**src/rtl/fetch_ctrl.sv**
```systemverilog
`default_nettype none
// ============================================================================
// Module   : fetch_ctrl
// Brief    : Next-PC sequencer and instruction-fetch controller for the RV32
//            front end. Selects the next PC from trap, redirect, pause and
//            sequential sources, drives the imem request/grant handshake and
//            inserts FLUSH_CYCLES bubbles after every control-flow change.
// Options  : PC_MISALIGN_TRAP_EN - misaligned redirect targets divert to
//            trap_vector and raise a one-cycle misalign pulse.
// Revision : 1.0 - initial release
// ============================================================================
module fetch_ctrl #(
  parameter int unsigned       XLEN         = 32,
  parameter logic [XLEN-1:0]   START_ADDR   = '0,
  parameter int unsigned       FLUSH_CYCLES = 2
) (
  input  logic            clk,
  input  logic            rst,
  input  logic            pause,
  input  logic            redirect_valid,
  input  logic [XLEN-1:0] redirect_target,
  input  logic            trap_valid,
  input  logic [XLEN-1:0] trap_vector,
  input  logic            imem_gnt,
  output logic            imem_req,
  output logic [XLEN-1:0] imem_addr,
  output logic [XLEN-1:0] pc,
  output logic            issue_valid,
  output logic            flush,
  output logic            misalign
);

  typedef enum logic [1:0] {
    ST_BOOT  = 2'd0,
    ST_FETCH = 2'd1,
    ST_STALL = 2'd2,
    ST_FLUSH = 2'd3
  } state_e;

  localparam logic [3:0]      c_flush_load = 4'(FLUSH_CYCLES);
  localparam logic [XLEN-1:0] c_pc_step    = XLEN'(4);
  // Clears the two byte-offset bits of a redirect target.
  localparam logic [XLEN-1:0] c_align_mask = {{(XLEN-2){1'b1}}, 2'b00};

  state_e          state_q, state_d;
  logic [XLEN-1:0] pc_q, pc_d;
  logic [3:0]      cnt_q, cnt_d;
  logic            issue_valid_q, issue_valid_d;
`ifdef PC_MISALIGN_TRAP_EN
  logic            misalign_q, misalign_d;
`endif

  // Next-state / next-PC selection: trap > redirect > pause > grant.
  always_comb begin
    state_d       = state_q;
    pc_d          = pc_q;
    cnt_d         = cnt_q;
    issue_valid_d = 1'b0;
`ifdef PC_MISALIGN_TRAP_EN
    misalign_d    = 1'b0;
`endif
    if (state_q == ST_BOOT) begin
      state_d = ST_FETCH;
    end else if (trap_valid) begin
      pc_d    = trap_vector;
      cnt_d   = c_flush_load;
      state_d = ST_FLUSH;
    end else if (redirect_valid) begin
`ifdef PC_MISALIGN_TRAP_EN
      if (redirect_target[1:0] != 2'b00) begin
        pc_d       = trap_vector;
        misalign_d = 1'b1;
      end else begin
        pc_d = redirect_target;
      end
`else
      pc_d = redirect_target & c_align_mask;
`endif
      cnt_d   = c_flush_load;
      state_d = ST_FLUSH;
    end else begin
      case (state_q)
        ST_FETCH: begin
          if (pause) begin
            state_d = ST_STALL;
          end else if (imem_gnt) begin
            pc_d          = pc_q + c_pc_step;
            issue_valid_d = 1'b1;
          end
        end
        ST_STALL: begin
          if (!pause) state_d = ST_FETCH;
        end
        ST_FLUSH: begin
          cnt_d = cnt_q - 4'd1;
          if (cnt_q == 4'd1) state_d = ST_FETCH;
        end
        default: state_d = ST_FETCH;
      endcase
    end
  end

  // Control state, PC, bubble counter and issue pulse registers.
  always_ff @(posedge clk) begin
    if (rst) begin
      state_q       <= ST_BOOT;
      pc_q          <= START_ADDR;
      cnt_q         <= 4'd0;
      issue_valid_q <= 1'b0;
    end else begin
      state_q       <= state_d;
      pc_q          <= pc_d;
      cnt_q         <= cnt_d;
      issue_valid_q <= issue_valid_d;
    end
  end

`ifdef PC_MISALIGN_TRAP_EN
  // Misaligned-redirect pulse register.
  always_ff @(posedge clk) begin
    if (rst) misalign_q <= 1'b0;
    else     misalign_q <= misalign_d;
  end
  assign misalign = misalign_q;
`else
  assign misalign = 1'b0;
`endif

  assign imem_req    = (state_q == ST_FETCH);
  assign flush       = (state_q == ST_FLUSH);
  assign imem_addr   = pc_q;
  assign pc          = pc_q;
  assign issue_valid = issue_valid_q;

endmodule
`default_nettype wire

```
**config.mk**
```make
export PLATFORM = sky130hd
export DESIGN_NAME = fetch_ctrl
export DESIGN_NICKNAME = d
export VERILOG_FILES = /design/src/rtl/fetch_ctrl.sv
export SDC_FILE = /design/constraint.sdc
export NUM_CORES = 1
export LEC_CHECK = 0
export CAP_MARGIN = 0
export CORE_MARGIN = 2
export CORE_UTILIZATION = 37
export CTS_CLUSTER_SIZE = 25
export DETAILED_ROUTE_END_ITERATION = 10
export GPL_TIMING_DRIVEN = 0
export PLACE_DENSITY = 0.77
export SLEW_MARGIN = 20
export SYNTH_ARGS = -nofsm -noshare
export SYNTH_HDL_FRONTEND = slang
export SYNTH_SLANG_ARGS = --single-unit
```
**constraint.sdc**
```tcl
create_clock -name clk -period 1.7 [get_ports clk]
set_input_delay 0.34 -clock clk [delete_from_list [all_inputs] [get_ports clk]]
set_output_delay 0.34 -clock clk [all_outputs]
set_load 0.01 [all_outputs]
```
## After elaboration in Yosys (flattened, before gate mapping)

Index checks and enable logic that the tools add are counted.

| storage, ports and cells | value |
|---|---|
| word-level logic and storage cells | 46 |
| output and inout bits | 68 |
| register bits after elaboration | 39 |
| input bits | 70 |

| operators by class | value |
|---|---|
| $add $sub $neg | 2 |
| bitwise operators | 2 |
| multiplexer cells | 16 |
| reductions and logical operators | 10 |
| eq/ne operators | 11 |

Operator list:

| operator | number |
|---|---|
| 2-to-1 mux 32 bit | 5 |
| adder 32 x 3 -> 32 bit (second input constant) | 1 |
| 2-to-1 mux 4 bit | 3 |
| 2-to-1 mux 2 bit | 5 |
| nonzero test 3 bit | 3 |
| inequality test 4 bit (second input constant) | 2 |
| one-hot mux 2 bit (3 select lines) | 1 |
| AND reduction 3 bit | 2 |
| OR reduction 6 bit | 1 |
| inequality test 5 x 3 -> 1 bit (second input constant) | 1 |
| inequality test 5 x 4 -> 1 bit (second input constant) | 1 |
| inequality test 5 bit (second input constant) | 1 |
| == test 2 bit (second input constant) | 2 |
| == test 4 x 1 -> 1 bit (second input constant) | 1 |
| inequality test 4 x 3 -> 1 bit (second input constant) | 1 |
| AND reduction 4 bit | 1 |
| subtractor 4 x 1 -> 4 bit (second input constant) | 1 |
| inequality test 3 x 1 -> 1 bit (second input constant) | 1 |
| == test 2 x 1 -> 1 bit (second input constant) | 1 |
| zero test 2 bit | 1 |
| 2-to-1 mux 1 bit | 2 |
| NOT 1 bit | 2 |
| AND reduction 2 bit | 1 |
| OR reduction 2 bit | 1 |

## Longest topological paths before layout

| depth | value |
|---|---|
| word-level depth | 6 |
| gate-level depth with buffers | 8 |

## Worst setup path before layout

Ideal clock, no wire load.

| timing | value |
|---|---|
| path kind | flip-flop to flip-flop |
| start | register pc_q[2], in the netlist imem_addr[2] |
| end | register pc_q[22], in the netlist imem_addr[22] |
| setup time | 0.138 ns |
| path slack | -0.119 ns |
| buffers on the path | 2 |
| stages on the path, launching flop included | 9 |
| data arrival time | 1.681 ns |
| data required time | 1.562 ns |
| cells stage by stage | dfxtp_1 ha_1 and4_1 and3_1 buf_2 buf_2 nand4_1 nand4_1 o221ai_1 |

| between the ends | value |
|---|---|
| longest elaborated chain between the ends | 6 |

Ends and longest elaborated chain:

| what | RTL line | RTL |
|---|---|---|
| start, declared | 46 | `logic [XLEN-1:0] pc_q, pc_d;` |
| start signal, assigned | 112 | `pc_q <= pc_d;` |
| adder 32 x 3 -> 32 bit | 87 | `pc_d = pc_q + c_pc_step;` |
| 2-to-1 mux 32 bit | 86 | `end else if (imem_gnt) begin` |
| 2-to-1 mux 32 bit | 84 | `if (pause) begin` |
| 2-to-1 mux 32 bit | 82 | `case (state_q)` |
| 2-to-1 mux 32 bit | 68 | `end else if (redirect_valid) begin` |
| 2-to-1 mux 32 bit | 64 | `end else if (trap_valid) begin` |

No other way between the ends. The select of a mux whose other input is x is not followed.
A chain may end at the register's enable or synchronous reset.

## Final worst setup path

| timing | value |
|---|---|
| start | register pc_q[12], in the netlist imem_addr[12] |
| end | register pc_q[31], in the netlist imem_addr[31] |

The elaborated chain is that of the path after synthesis.

==> out/qor.yml <==
worst_setup_path:
  cp.required_ps: 1930
  cp-start-kind: "register"
  cp-end-kind: "register"
  arrival_ps: 2020
  cp_max_fo: 2
  path_class: "register to register"
timing:
  rsz0062_at_grt: "true"
  fmax_mhz: 559
  period_needed_ps: 1790
  finalHoldViolations: 0
  finalSetupViolCount: 8
  max_slew_margin: 0.549
  tightest_slew_ps: 676
  fin_skew_ps: 7.57
  drv_slew: 0
  holdWs_ps: 461
  setup_slack_ps: -89.6
  period_share: 1.05
yosys:
  yosys_warnings: 0
  synth_async_sr_flop_share: 0
  ys_seq_elements: 39
  synth_nets: 453
  synth-edff-count: 0
  synth_ff_type: "dfxtp_1"
  synth.avg_cell_area_um2: 7.45
  netlist_instances: 380
  seq_area_frac_synth: 0.276
  ys_types: 56
  synthesis.area_um2: 2830
place:
  placed_cells: 612
  dpl.hpwl_um: 8120
  numPortBuffers: 133
  placed_area_um2: 4300
  place.gp.congestion: 0.886
outcome:
  run_status: "finished, violations left"
  violations: "negative setup slack"
clock_network:
  cts_root_buf: "clkbuf_8"
  cts-hold-fix-buffers: 0
  clk_pin_slew_worst_paths_ps: 80
  cts_htree_levels: 2
  clk_path_buf_depth: 2
  cts_made_buffers: 5
  numClockSinks: 39
  cts_tree: "done"
  clk_latency_ps: 300
detailed_routing:
  wl_um: 12400
  first_pass_iters: 5
  post_drt_wl_per_cell_um: 18.9
  drt_iter0_drc: 482
  via_count: 3858
  drc: 0
  drtAntennaViolNets: 0
  via_per_inst: 5.85
global_route:
  grt_pass1_wl_um: 17900
  grt_pass1_vias: 3604
  grt_start_max_net_pins: 13
  grt_usage: 0.266
  grt.overflow.total: 0
  antenna_found_initial: 0
floorplanning:
  dieArea_um2: 8370
  coreArea_um2: 7330
  initial_core_util: 0.386
  die_h_um: 91.5
  die_x_um: 91.5
  pin_count: 138
  rows: 31
layout:
  layoutNonFillerInstCount: 660
  fillers: 553
  utilization: 0.691
  fin_nets: 633
  area_growth_pct: 78.8
  drive_gt1_frac: 0.299
  final_area_um2: 5070
  n_antenna_cell: 0
power:
  p_switching_uw: 993
  power_frac_seq: 0.381
  p_clk_frac: 0.219
  static-leakage-power_nw: 2.12
  switching_share: 0.338
  vdd_drop_max_uv: 440
  p_int_mw: 1.95
  p_per_area_nw_per_um2: 581
  pwr-share-comb: 0.401
  finalPower_mw: 2.94
flow_run:
  maxCapViolations: 0
hold_path:
  hp-class: "input pin to register"
registers in the layout, indices dropped and copies added, names as in the netlist:
signal / cells
imem_addr: 32
cnt_q: 4
state_q: 2
issue_valid: 1
critical path, cell delays in order, from the launching register on:
cell and delay, ps:
dfxtp_2 350, buf_6 100, nand4_1 150, nor3_2 200, buf_4 170, nand4_1 140
or4_4 450, a31oi_1 160
cells in the mapped netlist, types with 5 or more instances:
library cell / number / share of area
a21o_1: 6 / 0.016
inv_1: 10 / 0.013
buf_2: 7 / 0.012
a31oi_1: 9 / 0.020
clkbuf_1: 21 / 0.028
a22oi_1: 8 / 0.021
dfxtp_1: 39 / 0.28
nand3_1: 13 / 0.023
nand4_1: 13 / 0.029
nor2_1: 28 / 0.037
and3_1: 6 / 0.013
a21oi_1: 32 / 0.057
nand2_1: 33 / 0.044
a211oi_1: 8 / 0.021
o211ai_1: 10 / 0.027
mux2i_1: 5 / 0.018
buf_4: 34 / 0.090
o21ai_0: 24 / 0.042
per-stage QoR:
step                      worst slack (ps)  setup TNS (ps)
after floorplan                       2.34               0
after global placement                -923          -27830
after detailed placement              -969          -28970
after CTS                             -147            -382
after global routing                  -157            -986
final                                -89.6            -318
per-layer routing:
metal / up-vias / GRT usage / routed length [µm]
met2: 306 / 0.452 / 5850
met5: - / 0 / 0
met4: 0 / 0.0947 / 455
li1: 1740 / - / -
met3: 58 / 0.0506 / 1410
met1: 1754 / 0.333 / 4730
what timing repair did:
action,in CTS,in global routing
pin swaps,12,27
gates resized for setup,87,60
endpoints found under the setup margin,70,40
cloned,1,1
buffers inserted,20,23
final cells by class:
cell class                 count  area [µm²]  share of cell area
clock inverter                 3        15.0             0.00296
multi-input combinational    267        1800               0.356
timing repair buffer         177        1690               0.333
sequential                    39         870               0.172
inverter                      11        41.3             0.00815
buffer                        59         458              0.0904
clock buffer                   5        68.8              0.0136
tap                           99         124              0.0245
cells in the final DEF (no fill, tap or decap), types with 10 or more instances in the layout:
cell type | Yosys | final
buf_4 | 34 | 73
nand4_1 | 13 | 13
o21ai_0 | 24 | 19
clkdlybuf4s50_1 | 0 | 115
nor2_1 | 28 | 25
o211ai_1 | 10 | 10
a21oi_1 | 32 | 29
nand3_1 | 13 | 10
dfxtp_2 | 0 | 11
inv_1 | 10 | 10
dfxtp_4 | 0 | 20
nand2_1 | 33 | 30
power by group through the flow:
stage	registers, mW	logic (mW)	clock network, mW
3_5_place_dp	1.13	1.00	0
6_report	1.12	1.18	0.643
4_1_cts	1.12	1.06	0.637
2_1_floorplan	1.13	0.451	0
5_1_grt	1.13	1.25	0.669
3_3_place_gp	1.12	0.981	0
cells by family after synthesis:
family	Yosys count	synth area share
simple gates	120	0.218
flops	39	0.276
other cells	1	0.00132
xor+xnor	7	0.0216
mux	6	0.0216
compound gates	130	0.302
fa+ha+maj	3	0.0133
buf+inv	74	0.146
worst paths after layout:
kind	start	endpoint	slack, ps	cells after the start
worst max-delay path	imem_addr[12]	imem_addr[31]	-90	7
worst min-delay path	imem_gnt	issue_valid	460	3
worst min register to register	cnt_q[3]	cnt_q[3]	490	2
worst max register to register	imem_addr[12]	imem_addr[31]	-90	7
Note: power is estimated with default switching activity, not from simulation.
